==> config.mk <==
export PLATFORM = sky130hd
export DESIGN_NAME = strobe_sequencer
export DESIGN_NICKNAME = d
export VERILOG_FILES = /design/src/rtl/strobe_pkg.sv /design/src/rtl/strobe_edge_detect.sv /design/src/rtl/strobe_sequencer.sv
export SDC_FILE = /design/constraint.sdc
export NUM_CORES = 1
export LEC_CHECK = 0
export BUFFER_PORTS_ARGS = -buffer_cell sky130_fd_sc_hd__buf_2
export CORE_ASPECT_RATIO = 0.75
export CORE_MARGIN = 3
export CORE_UTILIZATION = 55
export DETAILED_ROUTE_END_ITERATION = 6
export PLACE_DENSITY = 0.85
export SYNTH_ARGS = -nofsm -noshare
export SYNTH_HDL_FRONTEND = slang
export SYNTH_SLANG_ARGS = --single-unit
export TNS_END_PERCENT = 100
==> constraint.sdc <==
create_clock -name clk -period 3.4 [get_ports clk]
set_input_delay 0.68 -clock clk [delete_from_list [all_inputs] [get_ports clk]]
set_output_delay 0.68 -clock clk [all_outputs]
set_load 0.1 [all_outputs]
==> src/rtl/strobe_pkg.sv <==
// Shared definitions for the strobe sequencer: FSM state encoding and default sizing.
package strobe_pkg;

  localparam int N_CH_DEF  = 4;
  localparam int DLY_W_DEF = 8;

  typedef enum logic [1:0] {
    IDLE = 2'd0,
    LOAD = 2'd1,
    WAIT = 2'd2,
    FIRE = 2'd3
  } state_t;

endpackage

==> src/rtl/strobe_edge_detect.sv <==
// Per-channel edge detection feeding sticky pending and overrun flags.
module strobe_edge_detect
  import strobe_pkg::*;
#(
  parameter int N_CH = N_CH_DEF
) (
  input  logic            clk,
  input  logic            reset,
  input  logic [N_CH-1:0] rx,
  input  logic            mode,
  input  logic            ovr_clr,
  input  logic [N_CH-1:0] pend_clr,
  output logic [N_CH-1:0] pend,
  output logic [N_CH-1:0] overrun
);

  logic [N_CH-1:0] rx_q;
  logic [N_CH-1:0] evt;
  logic [N_CH-1:0] ovr_set;

  always_comb begin
    evt     = mode ? (~rx_q & rx) : (rx_q & ~rx);
    // A clear and a new event in the same cycle merge into a fresh request, not a lost one.
    ovr_set = evt & pend & ~pend_clr;
  end

  always_ff @(posedge clk) begin
    if (reset) begin
      rx_q    <= '0;
      pend    <= '0;
      overrun <= '0;
    end else begin
      rx_q    <= rx;
      pend    <= (pend & ~pend_clr) | evt;
      overrun <= (overrun & ~{N_CH{ovr_clr}}) | ovr_set;
    end
  end

endmodule

==> src/rtl/strobe_sequencer.sv <==
// Round-robin load/start strobe sequencer with a programmable load-to-start gap.
module strobe_sequencer
  import strobe_pkg::*;
#(
  parameter  int N_CH  = N_CH_DEF,
  parameter  int DLY_W = DLY_W_DEF,
  localparam int CH_W  = (N_CH > 1) ? $clog2(N_CH) : 1
) (
  input  logic             clk,
  input  logic             reset,
  input  logic [N_CH-1:0]  rx,
  input  logic             mode,
  input  logic [DLY_W-1:0] delay,
  input  logic             ovr_clr,
  output logic             PULSE_LD,
  output logic             START,
  output logic [CH_W-1:0]  ch,
  output logic             busy,
  output logic [N_CH-1:0]  overrun
);

  state_t           state;
  logic [DLY_W-1:0] cnt;
  logic [CH_W-1:0]  rr;
  logic [CH_W-1:0]  sel;
  logic             found;
  logic [N_CH-1:0]  pend;
  logic [N_CH-1:0]  pend_clr;
  int               idx;

  strobe_edge_detect #(
    .N_CH(N_CH)
  ) u_edge (
    .clk     (clk),
    .reset   (reset),
    .rx      (rx),
    .mode    (mode),
    .ovr_clr (ovr_clr),
    .pend_clr(pend_clr),
    .pend    (pend),
    .overrun (overrun)
  );

  // First pending channel at or after rr, wrapping modulo N_CH.
  always_comb begin
    found    = 1'b0;
    sel      = '0;
    idx      = 0;
    pend_clr = '0;
    for (int k = 0; k < N_CH; k++) begin
      idx = int'(rr) + k;
      if (idx >= N_CH) idx = idx - N_CH;
      if (!found && pend[idx]) begin
        found = 1'b1;
        sel   = CH_W'(idx);
      end
    end
    if (state == IDLE && found) pend_clr = N_CH'(1) << sel;
  end

  always_ff @(posedge clk) begin
    if (reset) begin
      state    <= IDLE;
      cnt      <= '0;
      rr       <= '0;
      ch       <= '0;
      PULSE_LD <= 1'b0;
      START    <= 1'b0;
      busy     <= 1'b0;
    end else begin
      PULSE_LD <= 1'b0;
      START    <= 1'b0;
      case (state)
        IDLE: begin
          if (found) begin
            ch       <= sel;
            state    <= LOAD;
            PULSE_LD <= 1'b1;
            busy     <= 1'b1;
          end
        end
        LOAD: begin
          cnt <= delay;
          if (delay != '0) begin
            state <= WAIT;
          end else begin
            state <= FIRE;
            START <= 1'b1;
          end
        end
        WAIT: begin
          cnt <= cnt - DLY_W'(1);
          if (cnt <= DLY_W'(1)) begin
            state <= FIRE;
            START <= 1'b1;
          end
        end
        FIRE: begin
          rr    <= (ch == CH_W'(N_CH - 1)) ? '0 : ch + CH_W'(1);
          state <= IDLE;
          busy  <= 1'b0;
        end
        default: begin
          state <= IDLE;
          busy  <= 1'b0;
        end
      endcase
    end
  end

endmodule
==> out/metrics.yaml, run 1 <==
status: "complete, no violations"
yosys.area.top_type: "dfxtp_1"
synth_top_cell_area_share_pct: 36.0
rr_worst_depth: 6
p_total_mw: 1.55
antenna_found_initial: 0
max-cap-violations: 0
grt_first_pass_wirelength_um: 6400
layout-drive-gt1-share_pct: 16.4
synth-edff-count: 0
die_w_um: 68.5
num_antenna_cells: 0
worstHoldPathCells: 2
grt_usage_pct: 23.8
root_buffer: "clkbuf_8"
ys_ff_latch: 29
synth_compound_area_share_pct: 25.7
dp_hpwl_um: 2830
syn_inst: 195
clock_path_buffers: 2
ctsHoldBuffers: 0
hp-class: "reg -> reg"
ir_drop_uv: 446
drc: 0
p_leak_nw: 0.716
rsz0062_at_grt: "no"
ant_nets: 0
crit_path_end_kind: "flop"
cts_setup_buffers: 0
ys.flop_type: "dfxtp_1"
synth_top_family_by_area: "compound AO/OA/AOI/OAI gates"
skew_ns: 0.00823
grt_max_degree: 20
wl_per_cell_um: 15.0
clkSinkCount: 29
tightest_slew_ns: 0.537
synthTopCellsByArea: "dfxtp_1 36%, ha_1 6.2%, a21oi_1 5.6%, o21ai_0 4.0%, nor2_1 4.0%"
clk_pin_slew_worst_paths_ns: 0.06
clk_latency_ns: 0.28
tns_ns: 0
crit_path_start_kind: "flop"
fin_crit_sh_pct: 55.5
fin_crit_ns: 1.89
viasPerCell: 6.02
hold_violations: 0
path_class: "reg -> reg"
num_io_pins: 25
ys_warn_count: 0
cts_resized: 0
wl_um: 3830
max_freq_ghz: 0.530
netlist_area_um2: 1610
cts_max_level: 2
fillers: 233
synthAdderAreaFrac_pct: 6.21
nets: 242
area_growth_pct: 13.3
cts_made_buffers: 5
async_reset_ff_share_pct: 0
cp.arrival_ns: 2.02
muxShareOfSynthArea_pct: 2.48
yosys.area_share.simple_pct: 25.6
slew_viol_final: 0
die_h_um: 52.9
critPathMaxFanout: 17
gp_congestion: 0.921
syn_avg_cell_area_um2: 8.27
dr.first_iter.drc_count: 121
start_util_pct: 59.7
overflow: 0
vias: 1536
dpl_cell_area_um2: 1750
final_cell_area_um2: 1830
io_buffers: 24
die_area_um2: 3620
grt_pass1_vias: 1477
synth-seq-area-share_pct: 36.0
dr.pass1.iters: 5
cts_tree: "done"
core_region_area_um2: 2700
setup_viol: 0
cellPowerDensity_nw_per_um2: 847
worstPathRequired_ns: 3.54
synth_cell_types: 46
synth_xor_area_share_pct: 0
syn-num-nets: 219
relSlewSlack_pct: 64.2
rows: 16
[state kept, by name (all words and copies together), names as in the netlist]
| signal | count |
|---|---|
| u_edge.overrun | 4 |
| START | 1 |
| rr | 2 |
| state | 2 |
| u_edge.pend | 4 |
| u_edge.rx_q | 4 |
| cnt | 8 |
| busy | 1 |
| PULSE_LD | 1 |
| ch | 2 |
[through the flow]
step / std cells / setup WS (ns) / hold WS, ns / utilization [%]
6_report: 255 / 1.51 / 0.472 / 67.6
5_1_grt: 255 / 1.27 / 0.506 / 67.6
4_1_cts: 255 / 1.57 / 0.475 / 67.6
3_5_place_dp: 247 / 1.59 / 0.462 / 64.6
3_3_place_gp: 247 / 1.68 / 0.450 / 64.6
2_1_floorplan: 195 / 1.77 / 0.476 / -
[path summary, 6_finish.rpt]
kind | startpoint | end | slack [ns]
max | state[0] | cnt[7] | 1.51
min | u_edge.overrun[3] | u_edge.overrun[3] | 0.47
max reg2reg | state[0] | cnt[7] | 1.51
min reg2reg | u_edge.overrun[3] | u_edge.overrun[3] | 0.47
[critical path, stage by stage, from the launching register on]
cell	delay, ns
dfxtp_1	0.35
inv_1	0.13
ha_1	0.51
nor4b_1	0.38
nand4_1	0.14
o21ai_0	0.12
a211oi_1	0.10
[Yosys cell counts, types with 3 or more instances]
master	count
dfxtp_1	29
nor2_1	17
o21ai_0	13
nor3_1	3
mux2i_1	4
nor2b_1	9
nand2_1	15
nand3_1	4
clkbuf_1	6
o22ai_1	4
nor4_1	3
inv_1	9
ha_1	8
nand4_1	4
a21oi_1	18
nand2b_1	7
a211oi_1	4
nand3b_1	4
[cell families (layout without fill, tap and decap cells)]
group,count (synthesis),after routing
adders and majority gates,8,8
DFF,29,29
AOI/OAI and AO/OA,61,61
buffers and inverters,17,41
muxes,4,4
and+or+nand+nor,76,76
[layout make-up]
type | count | area, µm² | area share (%)
repair buffers | 24 | 120 | 6.58
multi-input cells | 149 | 967 | 52.9
inverters | 9 | 33.8 | 1.85
well taps | 36 | 45.0 | 2.47
clock buffers | 8 | 80.1 | 4.38
flip-flops and latches | 29 | 581 | 31.8
[report_power, final]
part,switching [mW],internal [mW],leakage [nW],total [mW]
Clock,0.123,0.145,0.0395,0.268
Combinational,0.506,0.268,0.438,0.774
Sequential,0.0901,0.416,0.239,0.506
[layout by cell type, fill, tap and decap left out, types with 3 or more instances in the layout]
| cell type | synthesis | routed |
|---|---|---|
| nand3_1 | 4 | 4 |
| nand2_1 | 15 | 15 |
| inv_1 | 9 | 9 |
| o21ai_0 | 13 | 13 |
| mux2i_1 | 4 | 4 |
| clkbuf_1 | 6 | 3 |
| o22ai_1 | 4 | 4 |
| nand3b_1 | 4 | 4 |
| nand2b_1 | 7 | 7 |
| clkbuf_8 | 0 | 5 |
| nor4_1 | 3 | 3 |
| nor2b_1 | 9 | 9 |
| a21oi_1 | 18 | 18 |
| dfxtp_1 | 29 | 29 |
| a211oi_1 | 4 | 4 |
| nor2_1 | 17 | 17 |
| nand4_1 | 4 | 4 |
| buf_2 | 1 | 24 |
| ha_1 | 8 | 8 |
| nor3_1 | 3 | 3 |
[layer usage]
layer / global-route usage (%) / wire length (µm) / up-vias
met4: 11.6 / 31 / 0
met5: 0 / 0 / -
li1: - / - / 756
met2: 35.5 / 1740 / 59
met3: 7.22 / 283 / 4
met1: 31.0 / 1780 / 717
No activity file was read; power rests on OpenSTA's default activity.
==> inputs of run 2 (changes only) <==
--- a/config.mk
+++ b/config.mk
@@ -8,9 +8,9 @@
 export BUFFER_PORTS_ARGS = -buffer_cell sky130_fd_sc_hd__buf_2
 export CORE_ASPECT_RATIO = 0.75
 export CORE_MARGIN = 3
-export CORE_UTILIZATION = 55
+export CORE_UTILIZATION = 50
 export DETAILED_ROUTE_END_ITERATION = 6
-export PLACE_DENSITY = 0.85
+export PLACE_DENSITY = 0.81
 export SYNTH_ARGS = -nofsm -noshare
 export SYNTH_HDL_FRONTEND = slang
 export SYNTH_SLANG_ARGS = --single-unit
==> constraint.sdc (replaced) <==
create_clock -name clk -period 1.7 [get_ports clk]
set_input_delay 0.34 -clock clk [delete_from_list [all_inputs] [get_ports clk]]
set_output_delay 0.34 -clock clk [all_outputs]
set_load 0.1 [all_outputs]
==> run 2 against run 1 <==
Sequential share of layout area decreased by 0.89 points. Global-route usage decreased by 3.0 points. Cell area increased by 2.9%. Worst setup slack got worse by 1.4 ns. Critical path depth unchanged. Power increased by 110%. Critical path type unchanged. Critical endpoint is now cnt[6].
==> out/metrics.yaml, run 2 (synthesis gave the netlist of run 1 again) <==
crit_path_start_kind: "flop"
gp_congestion: 0.942  # +2.2%
cts_made_buffers: 5  # unchanged
dr.pass1.iters: 4  # -1
hold_violations: 0  # unchanged
relSlewSlack_pct: 67.5  # +3.4 points
cellPowerDensity_nw_per_um2: 1700  # +100%
cp.arrival_ns: 1.74  # -0.28 ns
final_cell_area_um2: 1880  # +2.9%
clkSinkCount: 29  # unchanged
max_freq_ghz: 0.640  # +21%
setup_viol: 0  # unchanged
clk_pin_slew_worst_paths_ns: 0.06  # about the same
cts_max_level: 2  # unchanged
path_class: "reg -> reg"
antenna_found_initial: 0  # unchanged
rsz0062_at_grt: "no"
num_antenna_cells: 0  # unchanged
reg2reg_slack_ns: 0.14  # -1.38 ns
largest_register_ffs: 8  # unchanged
grt_first_pass_wirelength_um: 6290  # -1.8%
core_region_area_um2: 3020  # +12%
dpl_cell_area_um2: 1790  # +2.7%
start_util_pct: 53.4  # -6.3 points
overflow: 0  # unchanged
grt_max_degree: 16  # -20%
grt_usage_pct: 20.8  # -3.0 points
area_growth_pct: 16.5
viasPerCell: 5.86  # -2.7%
num_io_pins: 25  # unchanged
clock_path_buffers: 2  # unchanged
cp-endpoint: "cnt[6]"
dr.first_iter.drc_count: 103  # -15%
highest_layer: "met4"
wl_met3_um: 272  # -3.9%
die_h_um: 55.2  # +4.3%
tightest_slew_ns: 0.490  # -0.0470 ns
root_buffer: "clkbuf_8"
drc: 0  # unchanged
dp_hpwl_um: 2680  # -5.3%
skew_ns: 0.00368  # -0.00455 ns
rr_worst_depth: 6  # unchanged
rows: 17  # +1
nets: 248  # +2.5%
final_cell_mix: "29 x dfxtp_1, 24 x buf_2, 18 x a21oi_1, 16 x nor2_1, 15 x nand2_1"
wl_um: 3680  # -4.0%
critPathLaunch: "state[0]"
slew_viol_final: 0  # unchanged
top_register: "cnt"
wl_per_cell_um: 14.0  # -7.0%
dpl.cell_count: 255  # +3.2%
clk_latency_ns: 0.27  # about the same
worstReg2RegEnd: "cnt[6]"
cts_tree: "done"
r2r_start: "state[0]"
io_buffers: 24  # unchanged
p_leak_nw: 0.744  # +4.0%
critPathMaxFanout: 15  # -2
final_common_cell: "dfxtp_1"
route.met2.wl_um: 1480  # -15%
ant_nets: 0  # unchanged
max-cap-violations: 0  # unchanged
cts_setup_buffers: 0  # unchanged
layout-drive-gt1-share_pct: 19.6  # +3.1 points
hp-class: "in -> reg"
vias: 1541  # +0.33%
die_w_um: 71.6  # +4.5%
ir_drop_uv: 913  # +100%
met1_length_um: 1890  # +6.1%
worstPathRequired_ns: 1.87  # -1.67 ns
fin_crit_ns: 1.56  # -0.323 ns
crit_path_end_kind: "flop"
tns_ns: 0  # unchanged
fin_crit_sh_pct: 92.0  # +36 points
grt_pass1_vias: 1388  # -6.0%
final_cells: 263  # +3.1%
status: "complete, no violations"
die_area_um2: 3950  # +9.0%
==> run 2: stage by stage <==
step	setup WS (ns)	total power, mW	utilization, %	hold WS (ns)
6_report	0.137	3.19	62.2	0.304
5_1_grt	0.0263	3.42	62.2	0.320
4_1_cts	0.0846	3.16	62.1	0.297
3_5_place_dp	0.102	2.62	59.4	0.462
3_3_place_gp	0.0991	2.59	59.4	0.454
2_1_floorplan	0.0867	2.22	-	0.468
==> run 2: cell type report <==
type                            count  area (µm²)
Tap cell                           38        47.5
Inverter                            9        33.8
Timing Repair Buffer               30         165
Fill cell                         286        1140
Sequential cell                    29         581
Clock buffer                        8        80.1
Multi-Input combinational cell    149         972
==> run 2: worst min path at each step <==
| stage | to | start | slack (ns) | cells after the start |
|---|---|---|---|---|
| after floorplan | u_edge.rx_q[0] | rx[0] | 0.47 | 1 |
| after global placement | u_edge.overrun[3] | u_edge.overrun[3] | 0.45 | 2 |
| after detailed placement | u_edge.overrun[1] | u_edge.overrun[1] | 0.46 | 2 |
| after CTS | u_edge.rx_q[2] | rx[2] | 0.30 | 2 |
| after global routing | u_edge.rx_q[1] | rx[1] | 0.32 | 2 |
| final | u_edge.rx_q[2] | rx[2] | 0.30 | 2 |
==> run 2: power breakdown <==
part	internal (mW)	leakage, nW	switching, mW
sequential	0.832	0.239	0.183
clock	0.290	0.0395	0.242
combinational	0.622	0.466	1.02
==> run 2: worst max-delay path, cell delays in order, from the launching register on <==
cell	delay [ns]
dfxtp_1	0.41
inv_1	0.12
ha_1	0.24
buf_4	0.19
inv_1	0.15
nor2_1	0.06
a221oi_1	0.28
==> run 2: timing repair <==
item	CTS	global route
hold buffers	0	0
endpoints found under the setup margin	0	3
resized for setup	0	2
==> run 2: routing by layer <==
metal  global-route usage [%]  vias to the layer above
li1                         -                      770
met1                     29.1                      705
met2                     29.9                       61
met3                     5.60                        5
met4                     9.06                        0
met5                        0                        -
==> inputs of run 3 (changes only) <==
--- a/config.mk
+++ b/config.mk
@@ -8,9 +8,10 @@
 export BUFFER_PORTS_ARGS = -buffer_cell sky130_fd_sc_hd__buf_2
 export CORE_ASPECT_RATIO = 0.75
 export CORE_MARGIN = 3
-export CORE_UTILIZATION = 50
+export CORE_UTILIZATION = 55
 export DETAILED_ROUTE_END_ITERATION = 6
-export PLACE_DENSITY = 0.81
+export PLACE_DENSITY = 0.85
+export REMOVE_ABC_BUFFERS = 1
 export SYNTH_ARGS = -nofsm -noshare
 export SYNTH_HDL_FRONTEND = slang
 export SYNTH_SLANG_ARGS = --single-unit
==> constraint.sdc (replaced) <==
create_clock -name clk -period 1.5 [get_ports clk]
set_input_delay 0.3 -clock clk [delete_from_list [all_inputs] [get_ports clk]]
set_output_delay 0.3 -clock clk [all_outputs]
set_load 0.1 [all_outputs]
==> run 3 against run 2 <==
The run now ends with setup timing left. Combinational power rose by 52%. First-iteration DRC count rose by 150%. Hold slack got worse by 0.046 ns. Worst setup slack got worse by 0.20 ns. Core utilization rose by 15 points. Sequential share of layout area fell by 2.4 points. Power rose by 35%. Clock skew rose by 0.0078 ns. Register-to-register slack got worse by 0.20 ns. Clock power rose by 20%. Critical path depth fell by 2. Critical path type unchanged.
==> out/metrics.yaml, run 3 (synthesis gave the netlist of run 1 again) <==
status: "finished with violations"
layout-drive-gt1-share_pct: 35.2  # +16 points
rows: 16  # -1
relSlewSlack_pct: 67.7  # +0.16 points
ant_nets: 0  # unchanged
clock_path_buffers: 2  # unchanged
worstPathRequired_ns: 1.70  # -0.17 ns
fin_crit_sh_pct: 104  # +12 points
skew_ns: 0.0115  # +0.00778 ns
setup_slack_ns: -0.0644  # -0.201 ns
final_cells: 272  # +3.4%
violations: "setup timing"
hp-class: "in -> reg"
cts_max_level: 2  # unchanged
swShare_pct: 47.4  # +2.0 points
antenna_found_initial: 0  # unchanged
clkPwrFrac_pct: 14.8  # -1.9 points
dr.pass1.iters: 5  # +1
dpl.cell_count: 263  # +3.1%
io_buffers: 24  # unchanged
rsz0062_at_grt: "yes"
root_buffer: "clkbuf_8"
p_sw_mw: 2.05  # +41%
overflow: 0  # unchanged
core_region_area_um2: 2700  # -11%
clkSinkCount: 29  # unchanged
ir_drop_uv: 1040  # +14%
p_seq_share_pct: 27.0  # -4.8 points
hold_violations: 0  # unchanged
final_cell_mix: "24 x buf_2, 20 x dfxtp_1, 18 x a21oi_1, 17 x buf_4, 15 x nand2_1"
num_antenna_cells: 0  # unchanged
top_register: "cnt"
die_area_um2: 3620  # -8.2%
p_total_mw: 4.31  # +35%
slew_viol_final: 0  # unchanged
ctsHoldBuffers: 0  # unchanged
drc: 0  # unchanged
rr_worst_depth: 4  # -2
die_h_um: 52.9  # -4.1%
start_util_pct: 59.7  # +6.3 points
reg2reg_slack_ns: -0.06  # -0.20 ns
die_w_um: 68.5  # -4.3%
largest_register_ffs: 8  # unchanged
crit_path_cell_trace: "or2_4 > o41ai_4 > and2_4 > mux2i_1"
cts_tree: "done"
path_class: "reg -> reg"
p_leak_nw: 0.822  # +10%
setup_viol: 1  # +1
crit_path_start_kind: "flop"
critPathMaxFanout: 3  # -12
nets: 259  # +4.4%
wl_per_cell_um: 18.8  # +34%
fin_crit_ns: 1.56  # +0.00129 ns
crit_path_end_kind: "flop"
cts_made_buffers: 5  # unchanged
r2r_start: "cnt[2]"
clk_pin_slew_worst_paths_ns: 0.07  # about the same
grt_first_pass_wirelength_um: 7690  # +22%
cpPeakStageDelay_ns: 0.38  # -0.03 ns
dp_hpwl_um: 3310  # +24%
hold_end: "u_edge.rx_q[2]"
max-cap-violations: 0  # unchanged
wl_um: 5100  # +39%
grt_pass1_vias: 1691  # +22%
grt_usage_pct: 29.3  # +8.5 points
path_buf_inv: 0  # -3
min_from: "rx[2]"
tightest_slew_ns: 0.488  # -0.00244 ns
worstHoldPathCells: 2  # unchanged
num_io_pins: 25  # unchanged
dr.first_iter.drc_count: 253  # +150%
vias: 1785  # +16%
max_freq_ghz: 0.639  # about the same
worstReg2RegEnd: "state[1]"
combPwrFrac_pct: 58.2  # +6.7 points
clk_latency_ns: 0.29  # +0.02 ns
cp.arrival_ns: 1.76  # +0.02 ns
p_int_mw: 2.27  # +30%
grt_max_degree: 14  # -2
cp_top_family: "simple AND/OR/NAND/NOR gates"
cp_slowest_cell: "o41ai_4"
gp_congestion: 0.917  # -2.6%
viasPerCell: 6.56  # +12%
area_growth_pct: 28.9
final_common_cell: "buf_2"
cellPowerDensity_nw_per_um2: 2070  # +22%
## run 3: cell count changes in the layout (fill, tap and decap cells not counted), moves of 3 or more
cell | before | now
inv_1 | 9 | 6
dfxtp_1 | 29 | 20
buf_4 | 6 | 17
dfxtp_2 | 0 | 9
ha_1 | 7 | 4
ha_4 | 0 | 4
## run 3: cell type report
type | count | area, µm²
inverter | 9 | 36.3
tap | 36 | 45.0
timing repair buffer | 41 | 248
fill | 163 | 623
sequential | 29 | 592
clock inverter | 2 | 10.0
multi-input combinational | 149 | 1080
clock buffer | 6 | 72.6
## run 3: worst max path at each step
stage	start	depth (start not counted)	to	slack, ns
final	cnt[2]	4	state[1]	-0.06
after global routing	state[0]	7	cnt[1]	-0.09
after CTS	state[0]	7	cnt[1]	-0.003
after detailed placement	cnt[0]	6	state[0]	-0.02
after global placement	cnt[0]	6	state[0]	0.06
after floorplan	ch[0]	3	rr[1]	-0.10
## run 3: routing by layer
metal  GRT usage [%]  routed length, µm  vias to the layer above
li1                -                  -                      792
met1            37.1               2050                      817
met2            46.1               2260                      152
met3            7.22                589                       24
met4            13.9                198                        0
met5               0                  0                        -
## run 3: power groups by stage
stage | registers (mW) | logic, mW | clock network (mW)
after floorplan | 1.37 | 1.12 | 0
after global routing | 1.19 | 2.65 | 0.661
after global placement | 1.10 | 1.96 | 0
after detailed placement | 1.12 | 2.06 | 0
after CTS | 1.11 | 2.15 | 0.632
final | 1.16 | 2.51 | 0.640
## run 3: what timing repair did
| item | in CTS | in global routing |
|---|---|---|
| setup endpoints to repair | 8 | 21 |
| gates resized for setup | 4 | 31 |
| pin swaps | 2 | 4 |
| hold endpoints to repair | 0 | 0 |
| buffers inserted | 0 | 1 |
## run 3: per-stage QoR
step | instance area (µm²) | util [%] | hold WS (ns) | TNS [ns] | setup WS [ns]
6_report | 2080 | 76.9 | 0.258 | -0.0644 | -0.0644
5_1_grt | 2080 | 76.9 | 0.286 | -0.279 | -0.0890
4_1_cts | 1960 | 72.5 | 0.257 | -0.00320 | -0.00281
3_5_place_dp | 1870 | 69.1 | 0.455 | -0.0307 | -0.0150
3_3_place_gp | 1870 | 69.1 | 0.447 | 0 | 0.0570
2_1_floorplan | 1580 | - | 0.369 | -0.301 | -0.100
